==> src/rtl/cpu_pkg.sv <==
// Shared datapath constants and types for the register file / writeback slice.
package cpu_pkg;

  localparam int DW    = 32;
  localparam int AW    = 5;
  localparam int NREGS = 2 ** AW;

  typedef logic [DW-1:0] word_t;
  typedef logic [AW-1:0] regnum_t;

  localparam regnum_t REG_ZERO = 5'd0;

endpackage : cpu_pkg

==> src/rtl/regfile_array.sv <==
// 32x32 register storage: one synchronous write port, two combinational read
// ports, with r0 hardwired to zero.
module regfile_array
  import cpu_pkg::*;
(
  input  logic    clk,
  input  logic    rst,
  input  logic    we_i,
  input  regnum_t wn_i,
  input  word_t   wd_i,
  input  regnum_t rna_i,
  input  regnum_t rnb_i,
  output word_t   qa_o,
  output word_t   qb_o
);

  word_t regs_q [NREGS];

  // NOTE: the array is reset on purpose; the architecture requires r1..r31
  // to read zero after reset, so this cannot map to a plain RAM macro.
  always_ff @(posedge clk or posedge rst) begin
    if (rst) begin
      for (int i = 0; i < NREGS; i++) begin
        regs_q[i] <= '0;
      end
    end else if (we_i && (wn_i != REG_ZERO)) begin
      regs_q[wn_i] <= wd_i;
    end
  end

  // Entry 0 is never written, but the zero rule is enforced here as well so
  // r0 reads zero no matter what the storage holds.
  assign qa_o = (rna_i == REG_ZERO) ? '0 : regs_q[rna_i];
  assign qb_o = (rnb_i == REG_ZERO) ? '0 : regs_q[rnb_i];

endmodule : regfile_array

==> src/rtl/regfile_wb.sv <==
// Writeback stage: one-entry writeback buffer feeding the register file.
// Optional macro REGFILE_BYPASS_EN forwards the pending write to the read ports.
module regfile_wb
  import cpu_pkg::*;
(
  input  logic    clk,
  input  logic    rst,
  input  logic    wreg,
  input  logic    m2reg,
  input  regnum_t wn,
  input  word_t   alu_r,
  input  word_t   mem_d,
  input  regnum_t rna,
  input  regnum_t rnb,
  output word_t   qa,
  output word_t   qb,
  output logic    wb_valid,
  output regnum_t wb_rn,
  output word_t   wb_d
);

  logic    wb_valid_q, wb_valid_d;
  regnum_t wb_rn_q,    wb_rn_d;
  word_t   wb_d_q,     wb_d_d;
  word_t   arr_qa,     arr_qb;

  // Writes aimed at r0 are dropped here so they never occupy the buffer.
  always_comb begin
    wb_valid_d = wreg && (wn != REG_ZERO);
    wb_rn_d    = wn;
    wb_d_d     = m2reg ? mem_d : alu_r;
  end

  // NOTE: sequential state uses non-blocking assignments only, so capture and
  // commit on the same edge both see the pre-edge buffer contents.
  always_ff @(posedge clk or posedge rst) begin
    if (rst) begin
      wb_valid_q <= 1'b0;
      wb_rn_q    <= '0;
      wb_d_q     <= '0;
    end else begin
      wb_valid_q <= wb_valid_d;
      wb_rn_q    <= wb_rn_d;
      wb_d_q     <= wb_d_d;
    end
  end

  regfile_array u_array (
    .clk   (clk),
    .rst   (rst),
    .we_i  (wb_valid_q),
    .wn_i  (wb_rn_q),
    .wd_i  (wb_d_q),
    .rna_i (rna),
    .rnb_i (rnb),
    .qa_o  (arr_qa),
    .qb_o  (arr_qb)
  );

`ifdef REGFILE_BYPASS_EN
  // A valid buffer never targets r0, so the zero rule keeps priority.
  assign qa = (wb_valid_q && (rna == wb_rn_q)) ? wb_d_q : arr_qa;
  assign qb = (wb_valid_q && (rnb == wb_rn_q)) ? wb_d_q : arr_qb;
`else
  assign qa = arr_qa;
  assign qb = arr_qb;
`endif

  assign wb_valid = wb_valid_q;
  assign wb_rn    = wb_rn_q;
  assign wb_d     = wb_d_q;

endmodule : regfile_wb

==> config.mk <==
export PLATFORM = sky130hd
export DESIGN_NAME = regfile_wb
export DESIGN_NICKNAME = d
export VERILOG_FILES = /design/src/rtl/cpu_pkg.sv /design/src/rtl/regfile_array.sv /design/src/rtl/regfile_wb.sv
export SDC_FILE = /design/constraint.sdc
export NUM_CORES = 2
export LEC_CHECK = 0
export CAP_MARGIN = 25
export CORE_ASPECT_RATIO = 2
export CORE_UTILIZATION = 55
export DETAILED_ROUTE_END_ITERATION = 16
export PLACE_DENSITY = 0.73
export SLEW_MARGIN = 15
export SYNTH_ARGS = -nofsm -noshare
export SYNTH_HDL_FRONTEND = slang
export SYNTH_SLANG_ARGS = --single-unit
export TNS_END_PERCENT = 10
==> constraint.sdc <==
create_clock -name clk -period 49.6 [get_ports clk]
set_input_delay 9.92 -clock clk [delete_from_list [all_inputs] [get_ports clk]]
set_output_delay 9.92 -clock clk [all_outputs]
set_load 0.05 [all_outputs]
# Yosys cells after proc, flatten, opt, wreduce, memory -nomap -nowiden
# Index checks and enable logic that the tools add are counted.
totals:
  out_inout_bits: 102
  reg_bits: 1062
op_classes:
  n_lt_le_gt_ge: 4
  reduce_logical: 7
  n_bitwise: 3
  muxes: 12
op_table:
  columns: ["operator", "n"]
  rows:
  - ["$bwmux W1024", 1]
  - ["$bmux W32 S5", 2]
  - ["$mux W32", 8]
  - ["$demux W32 S5", 1]
  - ["$ge A6 B6 Y1 const B", 3]
  - ["$not A5 Y6", 3]
  - ["$logic_not A5 Y1", 2]
  - ["$reduce_bool A5 Y1", 2]
  - ["$lt A6 B1 Y1 const B", 1]
  - ["$logic_and A1 B1 Y1", 3]

# Longest topological paths before layout
depth:
  depth_word: 6
  mapped_depth: 7

# Modules after synthesis
# Synthesis repeated with hierarchy kept, for this count alone.
hier_totals:
  hier_cells: 3769
  hier_area_um2: 56090.0
by_module_without_submodules:
  columns: ["module", "cells_each", "area_each_um2", "instances", "seq_area_each_um2"]
  rows:
  - ["regfile_array", 3692, 54732.5, 1, 25624.6]
  - ["regfile_wb", 77, 1357.6, 1, 950.9]

# Least setup slack after synthesis
# OpenSTA, ideal clock, no wires.
synth_path:
  kind: "input port to output port"
  from: "input rna[0]"
  to: "output qa[27]"
  stages: 7
  arrival_time_ns: 12.198
  setup_slack_ns: 27.482
  required_time_ns: 39.680
  path_cell_list: "buf_4 buf_6 and2b_4 buf_6 a221oi_1 o21ai_1 a311oi_1"
synth_via:
  elab_chain_cells: 5
  word_cells_on_any_way: 6
  classes_between: "4 x mux; 1 x bitwise; 1 x reduce/logical"
synth_rtl:
  columns: ["element", "line", "rtl"]
  rows:
  - ["start, declared", "regfile_wb.sv:13", "input regnum_t rna,"]
  - ["$not A5 Y6 (not written as such)", "regfile_array.sv:33", "assign qa_o = (rna_i == REG_ZERO) ? '0 : regs_q[rna_i];"]
  - ["$bmux W32 S5", "regfile_array.sv:33", null]
  - ["$mux W32 (not written as such) (2 in series)", "regfile_array.sv:33", null]
  - ["$mux W32 *", "regfile_array.sv:33", null]
  - ["end, declared", "regfile_wb.sv:15", "output word_t qa,"]
# Every way passes the cells marked *; elsewhere a longest branch is shown, timed or not. The select of a mux whose other input is x is not followed.

# Final worst setup path
layout_path:
  from: "input rnb[1]"
  to: "output qb[0]"
layout_via:
  elab_chain_cells: 5
  word_cells_on_any_way: 6
  classes_between: "4 x mux; 1 x bitwise; 1 x reduce/logical"
layout_rtl:
  columns: ["element", "line", "rtl"]
  rows:
  - ["start, declared", "regfile_wb.sv:14", "input regnum_t rnb,"]
  - ["$not A5 Y6 (not written as such)", "regfile_array.sv:34", "assign qb_o = (rnb_i == REG_ZERO) ? '0 : regs_q[rnb_i];"]
  - ["$bmux W32 S5", "regfile_array.sv:34", null]
  - ["$mux W32 (not written as such) (2 in series)", "regfile_array.sv:34", null]
  - ["$mux W32 *", "regfile_array.sv:34", null]
  - ["end, declared", "regfile_wb.sv:16", "output word_t qb,"]
# Marks and branches as above.

==> results.yml <==
outcome:
  outcome: "finished clean"
cells_and_area:
  area_delta_synth_final_pct: 9.96
  final_cell_mix: "dfrtp_1 (1062), mux2_2 (1042), mux4_2 (448), clkdlybuf4s50_1 (173), mux2i_1 (128)"
  drive_gt1_share_pct: 48.5
  mostFrequentLayoutCell: "dfrtp_1"
  nets: 3714
power_and_ir_drop:
  power_uw: 2530
  ir_drop_mv: 0.0287
  power_switching_share_pct: 28.4
  power-per-cell-area_mw_per_mm2: 41.0
  pwr-share-seq_pct: 46.6
  clkPwrFrac_pct: 31.8
  p_sw_uw: 720
  p_leak_uw: 0.0263
  p_comb_share_pct: 21.6
  intPower_uw: 1810
die:
  coreArea_mm2: 0.101
  start_util_pct: 55.5
  die-area_mm2: 0.103
  dieHeight_um: 454
  boundaryPins: 185
  rows: 165
  dieWidth_um: 228
setup_path:
  start_kind: "input pin"
  cp.required_ns: 39.68
  r2r_cells: 4
  r2r-start: "wb_rn[1]"
  cp-end-kind: "output pin"
  worstPathArrival_ns: 14.40
  cp_max_fo: 83
  reg2reg_slack_ns: 46.48
  r2r-end: "u_array.regs_q[229]"
  crit_start: "rnb[1]"
  crit_type: "in2out"
sta:
  setup_viol: 0
  rsz0062_at_grt: "false"
  holdWs_ns: 0.397
  slew_violations: 0
  max_slew.worst_pin.slew_ns: 1.19
  fin_skew_ns: 0.0223
  fmax_ghz: 0.0411
  setup-tns-final_ns: 0
  slew_headroom_pct: 20.3
  period_minus_slack_ns: 24.32
  fin_crit_sh_pct: 49.0
  hold_viol: 0
synthesis:
  synth_nets: 3772
  synth-edff-count: 0
  synth_cell_types: 41
  syn_area_mm2: 0.0561
  ys.flop_type: "dfrtp_1"
  syn-instance-count: 3689
  yosys_warnings: 0
  async_flop_share_pct: 100
  synth_area_per_cell_um2: 15.2
  synth.yosys.seq_area_share_pct: 47.3
  ys_seq_elements: 1062
clock_network:
  cts_tree: "built"
  cts_buffers: 97
  h-tree-depth: 3
  cts.sinks: 1062
  clk_pin_slew_ns: 0.07
  cts_resized: 0
  clock_path_buffers: 3
  hold_buffers: 0
  ctsRootBufferMaster: "clkbuf_16"
  postCtsSetupRepairBufs: 0
  clock_latency_ns: 0.74
route:
  ant_nets: 0
  totalWireLength_mm: 176
  vias: 36000
  wl_per_cell_um: 34.8
  viasPerCell: 7.13
  drtIter0Drc: 3458
  firstDrtPassIters: 5
  drc: 0
global_routing:
  grt_pass1_vias: 38000
  grt_remaining_overflow: 0
  grt_max_degree: 186
  track_usage_pct: 34.5
  grt_pass1_wl_mm: 259
  use_met2_pct: 58.1
  gr-max-usage-layer: "met2"
  grt_use_met1_pct: 41.9
  antenna_found_initial: 2
  grtUsageMet3_pct: 6.02
run:
  cap_violations: 0
min_path:
  holdPathStages: 0
  hp-start: "u_array.regs_q[1009]"
  hold_end: "u_array.regs_q[1009]"
  hold_path.class: "reg2reg"
placement:
  port_buffers: 184
  place.detailed.hpwl_mm: 97.4
  routabilityCongestion: 0.822
cells in the mapped netlist, types with 3 or more instances:
library cell / n / share of area [%]
dfrtp_1: 1062 / 47
mux2_2: 1042 / 21
mux4_2: 448 / 18
clkbuf_1: 180 / 1.2
buf_2: 134 / 1.2
mux2i_1: 128 / 2.3
o21ai_1: 103 / 0.92
nor2b_1: 66 / 0.74
a211oi_1: 64 / 0.86
a22oi_1: 64 / 0.86
a311oi_1: 64 / 1.0
buf_4: 64 / 0.86
nand2_1: 48 / 0.32
a221oi_1: 46 / 0.72
mux2_1: 46 / 0.92
buf_6: 42 / 0.84
o2111ai_1: 16 / 0.25
nor2_1: 13 / 0.087
nor2_2: 10 / 0.11
o21ai_0: 9 / 0.080
nand3b_1: 4 / 0.053
nor3b_1: 4 / 0.053
buf_1: 3 / 0.020
buf_8: 3 / 0.080
cell type report:
class	count	area, um^2
Clock inverter	37	544
Inverter	3	23.8
Tap cell	1336	1670
Antenna cell	2	5.00
Multi-Input combinational cell	2196	27400
Sequential cell	1062	26600
Timing Repair Buffer	271	2730
Clock buffer	139	2810
Fill cell	7679	39400
kinds of logic (layout without fill, tap and decap cells):
kind of cell           after synthesis  count (layout)  share of synthesized area (%)
flip-flops                        1062            1062                           47.3
buffers and inverters              431             450                           4.23
other                                0               2                              0
multiplexers                      1664            1664                           42.1
AO/OA/AOI/OAI                      369             369                           4.74
AND/OR/NAND/NOR                    163             163                           1.60
worst max-delay path by stage:
stage                              to  slack, ns
finish                          qb[0]      25.28
global route                    qb[0]      25.11
CTS                             qb[0]      25.23
detailed placement              qb[0]      25.24
global placement                qb[0]      25.20
floorplan           u_array.regs_q[0]       9.79
flip-flops by register name, indices dropped and copies added (netlist names):
register	cells
wb_rn	5
wb_d	32
u_array.regs_q	1024
wb_valid	1
routing by layer:
metal	vias to the layer above	share of wire (%)
li1	14100	-
met1	19500	36
met2	1786	50
met3	538	7.8
met4	2	6.2
met5	-	0.0063
worst max-delay path: stages:
cell and delay (ns):
buf_8 0.50, buf_12 0.62, buf_4 0.73, mux4_2 0.33
nor2b_1 0.14, a211oi_1 0.08, a311oi_1 0.91, clkdlybuf4s50_1 0.97
power groups by stage:
stage          clock, uW  combinational [uW]  sequential, uW
5_1_grt              847                 580            1200
3_5_place_dp           0                 538            1190
4_1_cts              815                 540            1180
6_report             806                 547            1180
2_1_floorplan          0                 437            1140
3_3_place_gp           0                 524            1180
stage by stage:
step	utilization [%]	std cells	worst slack (ns)	cell area, um^2
floorplan	-	3689	9.79	56100
global placement	57.4	4854	25.20	58100
detailed placement	57.5	4856	25.24	58100
CTS	60.8	5032	25.23	61500
global route	61.0	5045	25.11	61700
finish	61.0	5046	25.28	61700
Note: power is estimated with default switching activity, not from simulation.
